--- src/rtl/imem_loader_pkg.sv ---
// -----------------------------------------------------------------------------
// imem_loader_pkg
// Shared types and helpers for the instruction-memory boot loader.
//   loader_state_e : frame-parser states
//   LEN_BYTES      : number of length bytes at the head of a frame
//   BYTES_PER_WORD : bytes per instruction word
//   LEN_W          : width of the word-count field (and of the word index)
//   word_addr()    : byte address of word idx relative to a base address
// -----------------------------------------------------------------------------
package imem_loader_pkg;

  typedef enum logic [2:0] {
    S_LEN_LO = 3'd0,
    S_LEN_HI = 3'd1,
    S_DATA   = 3'd2,
    S_CHECK  = 3'd3,
    S_DONE   = 3'd4,
    S_ERR    = 3'd5
  } loader_state_e;

  localparam int LEN_BYTES      = 2;
  localparam int BYTES_PER_WORD = 4;
  localparam int LEN_W          = LEN_BYTES * 8;

  // The index is widened to the full 64-bit address before scaling, so
  // large indices never wrap inside a narrower intermediate.
  function automatic logic [63:0] word_addr(input logic [63:0]      base,
                                            input logic [LEN_W-1:0] idx);
    logic [63:0] w_idx_wide;
    w_idx_wide = {{(64-LEN_W){1'b0}}, idx};
    return base + (w_idx_wide * 64'(BYTES_PER_WORD));
  endfunction

endpackage

--- src/rtl/imem_loader_byte_word_assembler.sv ---
// -----------------------------------------------------------------------------
// byte_word_assembler
// Collects four accepted bytes (LSB first) into one 32-bit little-endian word.
//   i_clk        : clock
//   i_rst_n      : asynchronous active-low reset
//   i_clear      : synchronous clear of the byte counter and partial word
//   i_byte       : incoming byte
//   i_valid      : i_byte is accepted this cycle
//   o_word_valid : the accepted byte completes a word (combinational)
//   o_word       : the completed word, valid together with o_word_valid
// -----------------------------------------------------------------------------
module byte_word_assembler (
  input  logic        i_clk,
  input  logic        i_rst_n,
  input  logic        i_clear,
  input  logic [7:0]  i_byte,
  input  logic        i_valid,
  output logic        o_word_valid,
  output logic [31:0] o_word
);

  logic [1:0]  r_cnt;
  // Only the three earlier bytes need storage; the fourth is taken straight
  // from i_byte, so the full 32-bit word is {i_byte, r_shift}.
  logic [23:0] r_shift;

  always_ff @(posedge i_clk or negedge i_rst_n) begin
    if (!i_rst_n) begin
      r_cnt   <= 2'd0;
      r_shift <= 24'd0;
    end else if (i_clear) begin
      r_cnt   <= 2'd0;
      r_shift <= 24'd0;
    end else if (i_valid) begin
      r_cnt   <= r_cnt + 2'd1;
      r_shift <= {i_byte, r_shift[23:8]};
    end
  end

  assign o_word_valid = i_valid & ~i_clear & (r_cnt == 2'd3);
  assign o_word       = {i_byte, r_shift};

endmodule

--- src/rtl/imem_loader.sv ---
// -----------------------------------------------------------------------------
// imem_loader
// Boot-time writer for the CPU instruction memory. Parses a framed byte
// stream (LEN_LO, LEN_HI, N*4 data bytes, CHK), writes each assembled word to
// consecutive word addresses and releases the CPU only after the XOR checksum
// of the frame verifies.
//   i_clk        : clock, all state changes on the rising edge
//   i_rst_n      : asynchronous active-low reset
//   i_start      : one-cycle pulse, aborts any load and starts a new frame
//   i_byte       : stream data
//   i_byte_valid : i_byte is valid this cycle
//   o_byte_ready : loader can accept a byte (transfer = valid & ready)
//   o_imem_we    : imem write strobe, one cycle per word
//   o_imem_addr  : imem byte address (word aligned)
//   o_imem_wdata : instruction word
//   o_cpu_reset  : active-high reset to the CPU
//   o_done       : frame loaded and verified, CPU running
//   o_error      : frame rejected, CPU held in reset
// -----------------------------------------------------------------------------
module imem_loader
  import imem_loader_pkg::*;
#(
  parameter int                ADDR_W    = 64,
  parameter int                DEPTH     = 1024,
  parameter logic [ADDR_W-1:0] BASE_ADDR = '0
) (
  input  logic              i_clk,
  input  logic              i_rst_n,
  input  logic              i_start,
  input  logic [7:0]        i_byte,
  input  logic              i_byte_valid,
  output logic              o_byte_ready,
  output logic              o_imem_we,
  output logic [ADDR_W-1:0] o_imem_addr,
  output logic [31:0]       o_imem_wdata,
  output logic              o_cpu_reset,
  output logic              o_done,
  output logic              o_error
);

  localparam logic [31:0] DEPTH_U = 32'(DEPTH);

  loader_state_e r_state, w_state_next;

  logic [LEN_W-1:0]  r_len,  w_len_next;
  logic [LEN_W-1:0]  r_idx,  w_idx_next;
  logic [7:0]        r_xor,  w_xor_next;
  logic              r_we,   w_we_next;
  logic [ADDR_W-1:0] r_addr, w_addr_next;
  logic [31:0]       r_wdata, w_wdata_next;
  logic              r_cpu_reset, w_cpu_reset_next;
  logic              r_done, w_done_next;
  logic              r_error, w_error_next;
  logic              r_byte_ready, w_byte_ready_next;

  logic              w_fire;
  logic              w_take;
  logic              w_asm_valid;
  logic              w_word_valid;
  logic [31:0]       w_word;
  logic [LEN_W-1:0]  w_len_full;

  assign w_fire      = i_byte_valid & r_byte_ready;
  // start wins over a byte offered in the same cycle: the byte is dropped.
  assign w_take      = w_fire & ~i_start;
  assign w_asm_valid = w_take & (r_state == S_DATA);
  assign w_len_full  = {i_byte, r_len[7:0]};

  byte_word_assembler u_asm (
    .i_clk        (i_clk),
    .i_rst_n      (i_rst_n),
    .i_clear      (i_start),
    .i_byte       (i_byte),
    .i_valid      (w_asm_valid),
    .o_word_valid (w_word_valid),
    .o_word       (w_word)
  );

  // State register.
  always_ff @(posedge i_clk or negedge i_rst_n) begin
    if (!i_rst_n) begin
      r_state <= S_LEN_LO;
    end else begin
      r_state <= w_state_next;
    end
  end

  // Next-state and datapath next values.
  always_comb begin
    w_state_next     = r_state;
    w_len_next       = r_len;
    w_idx_next       = r_idx;
    w_xor_next       = r_xor;
    w_we_next        = 1'b0;
    w_addr_next      = r_addr;
    w_wdata_next     = r_wdata;
    w_cpu_reset_next = r_cpu_reset;
    w_done_next      = r_done;
    w_error_next     = r_error;

    if (i_start) begin
      w_state_next     = S_LEN_LO;
      w_len_next       = '0;
      w_idx_next       = '0;
      w_xor_next       = 8'd0;
      w_cpu_reset_next = 1'b1;
      w_done_next      = 1'b0;
      w_error_next     = 1'b0;
    end else if (w_take) begin
      // The checksum byte itself is not folded into the running XOR.
      if (r_state != S_CHECK) begin
        w_xor_next = r_xor ^ i_byte;
      end

      case (r_state)
        S_LEN_LO: begin
          w_len_next   = {{(LEN_W-8){1'b0}}, i_byte};
          w_state_next = S_LEN_HI;
        end

        S_LEN_HI: begin
          w_len_next = w_len_full;
          w_idx_next = '0;
          if (w_len_full == '0) begin
            w_state_next = S_CHECK;
          end else if (32'(w_len_full) > DEPTH_U) begin
            w_state_next     = S_ERR;
            w_error_next     = 1'b1;
            w_cpu_reset_next = 1'b1;
          end else begin
            w_state_next = S_DATA;
          end
        end

        S_DATA: begin
          if (w_word_valid) begin
            w_we_next    = 1'b1;
            w_addr_next  = ADDR_W'(word_addr(64'(BASE_ADDR), r_idx));
            w_wdata_next = w_word;
            w_idx_next   = r_idx + 1'b1;
            if ((r_idx + 1'b1) == r_len) begin
              w_state_next = S_CHECK;
            end
          end
        end

        S_CHECK: begin
          if (i_byte == r_xor) begin
            w_state_next     = S_DONE;
            w_done_next      = 1'b1;
            w_cpu_reset_next = 1'b0;
          end else begin
            w_state_next     = S_ERR;
            w_error_next     = 1'b1;
            w_cpu_reset_next = 1'b1;
          end
        end

        default: begin
        end
      endcase
    end

    // Ready is registered from the next state so it stays low during reset
    // and rises on the first clock after release.
    w_byte_ready_next = (w_state_next != S_DONE) && (w_state_next != S_ERR);
  end

  // Datapath and output registers.
  always_ff @(posedge i_clk or negedge i_rst_n) begin
    if (!i_rst_n) begin
      r_len        <= '0;
      r_idx        <= '0;
      r_xor        <= 8'd0;
      r_we         <= 1'b0;
      r_addr       <= BASE_ADDR;
      r_wdata      <= 32'd0;
      r_cpu_reset  <= 1'b1;
      r_done       <= 1'b0;
      r_error      <= 1'b0;
      r_byte_ready <= 1'b0;
    end else begin
      r_len        <= w_len_next;
      r_idx        <= w_idx_next;
      r_xor        <= w_xor_next;
      r_we         <= w_we_next;
      r_addr       <= w_addr_next;
      r_wdata      <= w_wdata_next;
      r_cpu_reset  <= w_cpu_reset_next;
      r_done       <= w_done_next;
      r_error      <= w_error_next;
      r_byte_ready <= w_byte_ready_next;
    end
  end

  assign o_byte_ready = r_byte_ready;
  assign o_imem_we    = r_we;
  assign o_imem_addr  = r_addr;
  assign o_imem_wdata = r_wdata;
  assign o_cpu_reset  = r_cpu_reset;
  assign o_done       = r_done;
  assign o_error      = r_error;

endmodule

--- config.mk ---
export PLATFORM = sky130hd
export DESIGN_NAME = imem_loader
export DESIGN_NICKNAME = d
export VERILOG_FILES = /design/src/rtl/imem_loader_pkg.sv /design/src/rtl/imem_loader_byte_word_assembler.sv /design/src/rtl/imem_loader.sv
export SDC_FILE = /design/constraint.sdc
export NUM_CORES = 1
export LEC_CHECK = 0
export CORE_MARGIN = 2
export CORE_UTILIZATION = 55
export DETAILED_ROUTE_END_ITERATION = 10
export GPL_TIMING_DRIVEN = 1
export PLACE_DENSITY = 0.85
export SYNTH_ARGS = -nofsm -noshare
export SYNTH_HDL_FRONTEND = slang
export SYNTH_HIERARCHICAL = 1
export SYNTH_SLANG_ARGS = --single-unit
--- constraint.sdc ---
create_clock -name i_clk -period 5.9 [get_ports i_clk]
set_clock_uncertainty 0.1 [all_clocks]
set_input_delay 1.18 -clock i_clk [delete_from_list [all_inputs] [get_ports i_clk]]
set_output_delay 1.18 -clock i_clk [all_outputs]
set_load 0.01 [all_outputs]
==> Word level (Yosys, flattened, before mapping) <==
Cells that the tools add are included.
{ "op_classes": {"addsub": 2, "n_lt_le_gt_ge": 1, "eq_ne": 14, "n_mux": 40, "n_bitwise": 7, "n_reduce_logical": 20} }
{ "op_table": {"columns": ["operator", "n"], "rows": [
  ["$mux W16", 5],
  ["$pmux W16 S2", 2],
  ["$mux W24", 2],
  ["$mux W8", 3],
  ["$mux W3", 6],
  ["$mux W1", 17],
  ["$add A16 B1 Y16 const B", 1],
  ["$eq A16 B16 Y1", 1],
  ["$gt A16 B11 Y1 const B", 1],
  ["$logic_not A16 Y1", 1],
  ["$ne A3 B3 Y1 const B", 5],
  ["$pmux W3 S4", 1],
  ["$reduce_bool A2 Y1", 6],
  ["$reduce_and A3 Y1", 3],
  ["$reduce_bool A3 Y1", 3],
  ["$eq A8 B8 Y1", 1],
  ["$reduce_and A4 Y1", 2],
  ["$xor A8 B8 Y8", 1],
  ["$eq A3 B2 Y1 const B", 2],
  ["$ne A3 B2 Y1 const B", 2],
  ["$and A1 B1 Y1", 5],
  ["$reduce_and A5 Y1", 1],
  ["$mux W2", 2],
  ["$pmux W1 S2", 2],
  ["other kinds (8)", 9]
]} }
{ "word_totals": {"register_bits": 122, "wordCells": 98} }

==> Depth between registers and ports, before layout <==
{ "depth": {"ltp_word": 11, "depth_mapped": 12, "depth_no_buf": 9} }

==> By module <==
Netlist, hierarchy kept.
{ "by_module_without_submodules": {"columns": ["module", "instances", "cells_per_inst", "area_each_um2", "seq_area_each_um2"], "rows": [
  ["imem_loader", 1, 534, 4829.6, 2403.6],
  ["byte_word_assembler", 1, 95, 1156.1, 650.6]
]} }

==> Worst setup path after synthesis <==
No wires, ideal clock.
{ "synth_timing": {"path_kind": "input port to flip-flop", "from": "in i_byte_valid", "to": "reg r_idx[3]", "setup_ns": 0.131, "arrival_time_ns": 3.007, "required_time_ns": 5.669, "path_slack_ns": 2.662, "cell_stages": 12, "path_buffers": 3, "cell_sequence": "nand3b_1 -> nor4b_2 -> buf_6 -> buf_12 -> nand2_1 -> nor2_1 -> nand3_1 -> a21oi_1 -> nor2_1 -> clkbuf_1 -> o21ai_0 -> o31ai_1"} }
{ "synth_between": {"elab_chain_cells": 7, "word_cells_on_any_way": 8} }
{ "synth_lines": {"columns": ["element", "line_no", "source"], "rows": [
  ["start, declared", "imem_loader.sv:31", "input logic i_byte_valid,"],
  ["$and A1 B1 Y1", "imem_loader.sv:63", "assign w_fire = i_byte_valid & r_byte_ready;"],
  ["$and A1 B1 Y1", "imem_loader.sv:65", "assign w_take = w_fire & ~i_start;"],
  ["$and A1 B1 Y1", "imem_loader.sv:66", "assign w_asm_valid = w_take & (r_state == S_DATA);"],
  ["net w_asm_valid", "imem_loader.sv:58", "logic w_asm_valid;"],
  ["$and A1 B1 Y1 (2 in series)", "imem_loader_byte_word_assembler.sv:40", "assign o_word_valid = i_valid & ~i_clear & (r_cnt == 2'd3);"],
  ["net w_word_valid", "imem_loader.sv:59", "logic w_word_valid;"],
  ["$ne A3 B2 Y1 (no line)", null, null],
  ["$reduce_and A3 Y1 (no line)", null, null],
  ["end signal, assigned", "imem_loader.sv:184", "r_idx <= w_idx_next;"],
  ["end, declared", "imem_loader.sv:46", "logic [LEN_W-1:0] r_idx, w_idx_next;"]
]} }
The timed path passes the listed nets, and every way through them passes these cells.
A chain may end at the register's enable or synchronous reset.

==> Final worst setup path <==
{ "layout_timing": {"from": "in i_byte_valid", "to": "reg r_state[0]"} }
{ "layout_between": {"elab_chain_cells": 9} }
{ "layout_lines": {"columns": ["element", "line_no", "source"], "rows": [
  ["$and A1 B1 Y1", "imem_loader.sv:63", null],
  ["$and A1 B1 Y1", "imem_loader.sv:65", null],
  ["$and A1 B1 Y1", "imem_loader.sv:66", null],
  ["net w_asm_valid", "imem_loader.sv:58", null],
  ["$and A1 B1 Y1 (2 in series)", "imem_loader_byte_word_assembler.sv:40", null],
  ["net w_word_valid", "imem_loader.sv:59", null],
  ["$mux W3", "imem_loader.sv:136", "if (w_word_valid) begin"],
  ["$pmux W3 S4", "imem_loader.sv:115", "case (r_state)"],
  ["$mux W3", "imem_loader.sv:109", "end else if (w_take) begin"],
  ["$mux W3", "imem_loader.sv:101", "if (i_start) begin"],
  ["net w_state_next[0]", "imem_loader.sv:43", "loader_state_e r_state, w_state_next;"],
  ["end signal, assigned", "imem_loader.sv:84", "r_state <= w_state_next;"],
  ["end, declared", "imem_loader.sv:43", null]
]} }
The timed path passes the listed nets, and every way through them passes these cells.

==> metrics <==
Synth Flop Type=dfrtp_1; CTS clk-pin slew, worst paths=60 ps; R2R setup slack=between 2000 and 3000 ps; GRT Util Overall=23.9%; GRT overflow=0; DRT Wirelength=between 10 and 15 mm; sw frac=about a quarter; Hold Fails Final Rpt=0; Synth cell types=48; CP arrival=4360 ps; Max Slew Vio Count=0; Synth warnings=6; synthesized instance count=around 630; area growth from synthesis to layout=16.6%; maximum VDD drop=0.228 mV; fin nets=692; Setup WS pre-CTS=1420 ps; Leakage=3.37 nW; Worst Setup Start Kind=primary input; Top-Level Pins=113; Setup TNS=0 ps; max_cap viols=0; vias=roughly 4500; DRT iter0 DRCs=320; largest net degree at the start of global routing=82; clock group share of total power=49.5%; worst-skew pair later-pin latency=520 ps; share of cells above drive strength 1=6.80%; residual DRC count=0; Seq/Total Area, Yosys=51.0%; Setup crit end=r_state[0]; Die ar.=11700 µm²; post-DP HPWL=around 8.1 mm; final setup margin=1900 ps; hold depth=2; Mapped Area=5990 µm²; first-pass GRT wire length=roughly 22 mm; Initial Util=55.7%; critical-path cell list=clkdlybuf4s50_1 -> nand3b_1 -> nor4b_4 -> buf_4 -> nand2_1 -> nor2_1 -> nand2_2 -> inv_2 -> nand3_1 -> nor3_1 -> a31o_1; flops & latches, synth=122; CTS root buffer=clkbuf_8; Core Rows=38; Worst Hold Class=reg2reg; final setup fails=0; HP Start=o_imem_addr[6]; slowest CP cell=inv_2; per-cell routed wire length=15.6 µm; crit path capture type=register; worst r2r src=r_state[2]; postcts setup bufs=0; CP peak stage delay=670 ps; Die Wd=between 100 and 150 µm; Worst slew margin=32.6%; Port Buffers=64; vias in the first global route=4432; Core Region=10700 µm²; FMAX=0.250 GHz; RSZ-0062 raised after global routing=false; crit path launch=i_byte_valid; FF+latch area=between 3000 and 4000 µm²; antenna violations before repair=0; Worst Tran Pin Value=1010 ps; pwr/cell area=~280 nW/µm²; Multi-input gate area=2510 µm²; post-cts sizing count=0; fin crit share=67.8%; via/cell ratio=5.39; Critical R2R Capture=r_state[0]; Max FO, Critical Path=57; Max clock buf depth=2; switching pwr=0.491 mW; Worst R2R Path Depth=10; Routed Antenna Nets=0; die height=roughly 110 µm; Logic pwr share=~6%; critical path class=in2reg; CTS tree=done; htree depth=4; status=complete, no violations; Routability Congestion=0.857; shortest period the worst path allows=4000 ps; Crit path required time=6260 ps; fillers=between 800 and 900; part of the power in registers=44.4%; Ant. Diodes=0; clk sinks=122; CTS buffer count=17; syn_area_per_cell=9.52 µm²; first drt pass iteration count=5; P_int=1.46 mW; count of flip-flops with a built-in enable after synthesis=0; CTS Hold Bufs=0; Async SR Flop Fraction=100%
per-layer routing:
metal  share of wire (%)  track usage [%]  wire, µm
met1                  43             31.5      5630
met2                  50             39.5      6480
met3                 4.8             4.52       618
met4                 2.1             9.07       267
met5                   0                0         0
critical path: cells and delay by family:
kind	cells	cell delay [ps]
and+or+nand+nor	7	1310
AOI/OAI and AO/OA	1	160
buffers and inverters	3	1640
registers in the layout (all words and copies together), names as in the netlist:
name,flops
r_state,3
o_imem_we,1
o_cpu_reset,1
o_error,1
u_asm/r_cnt,2
u_asm/r_shift,24
r_len,16
r_xor,8
r_idx,16
o_done,1
o_imem_addr,16
o_byte_ready,1
o_imem_wdata,32
synth_stat cells, types with 2 or more instances:
master	instances	share of area, %
buf_6	2	0.38
mux2i_1	27	4.5
o31ai_1	7	0.88
o21ai_1	7	0.59
xnor2_1	20	2.9
or2_2	2	0.21
nor2b_1	2	0.21
or4_1	2	0.25
ha_1	2	0.42
and3_1	5	0.52
buf_12	2	0.67
a31oi_1	4	0.42
a22o_1	17	2.5
or3_1	2	0.21
xor2_1	21	3.1
a21oi_1	8	0.67
nor4_1	8	0.84
nand3b_1	2	0.25
nand3_1	8	0.67
inv_1	3	0.19
buf_4	56	7.0
nand2_1	167	10
buf_2	12	1.0
nor3_1	7	0.59
nand2b_1	2	0.21
clkbuf_1	13	0.82
nand4_1	4	0.42
dfrtp_1	121	51
o21ai_0	18	1.5
nor2_1	60	3.8
metrics by stage:
step / power (mW) / util, % / std cells / hold slack [ps] / area [µm²]
after floorplan: 0.976 / - / 676 / 338 / 6160
after global placement: 0.994 / 59.8 / 799 / 359 / 6420
after detailed placement: 0.999 / 59.8 / 799 / 362 / 6420
after CTS: 1.96 / 64.9 / 831 / 377 / 6980
after global routing: 2.02 / 64.9 / 831 / 397 / 6980
final: 1.95 / 64.9 / 831 / 372 / 6980
cell usage in the layout (no fill, tap or decap), types with 7 or more instances in the layout:
| master | count |
|---|---|
| nand2_1 | 166 |
| dfrtp_1 | 121 |
| clkdlybuf4s50_1 | 63 |
| nor2_1 | 60 |
| conb_1 | 48 |
| mux2i_1 | 27 |
| xor2_1 | 21 |
| xnor2_1 | 20 |
| o21ai_0 | 18 |
| a22o_1 | 17 |
| clkbuf_16 | 16 |
| nor4_1 | 8 |
| nand3_1 | 8 |
| a21oi_1 | 8 |
| nor3_1 | 7 |
| o31ai_1 | 7 |
| o21ai_1 | 7 |
power by group through the flow:
stage / Sequential (mW) / Combinational [mW] / Clock [mW]
finish: 0.868 / 0.118 / 0.968
global route: 0.869 / 0.134 / 1.01
CTS: 0.868 / 0.118 / 0.974
detailed placement: 0.882 / 0.117 / 0
global placement: 0.881 / 0.113 / 0
floorplan: 0.878 / 0.0981 / 0
kinds of logic (layout without fill, tap and decap cells):
kind of cell / Yosys count / in the layout / synth area share (%)
AOI/OAI and AO/OA: 66 / 66 / 7.23
DFF: 122 / 122 / 51.0
muxes: 29 / 29 / 4.95
and+or+nand+nor: 279 / 279 / 20.2
other: 1 / 48 / 0.0626
buffers and inverters: 89 / 104 / 10.1
adders and majority gates: 2 / 2 / 0.418
xor gates and xnor gates: 41 / 41 / 6.00
final cells by class:
| cell class | count | area share [%] |
|---|---|---|
| clock buffers | 20 | 6.24 |
| clock inverters | 12 | 1.67 |
| inverters | 4 | 0.215 |
| multi-input cells | 465 | 36.0 |
| flip-flops and latches | 122 | 43.8 |
| well taps | 140 | 2.51 |
| repair buffers | 68 | 9.58 |
how the worst min path moves through the flow:
stage,end,slack [ps]
after floorplan,o_imem_wdata[0],340
final,o_imem_addr[6],370
after global routing,o_imem_addr[6],400
after global placement,o_imem_wdata[31],360
after detailed placement,o_imem_wdata[13],360
after CTS,o_imem_wdata[13],380
(Power assumes the default switching activity.)
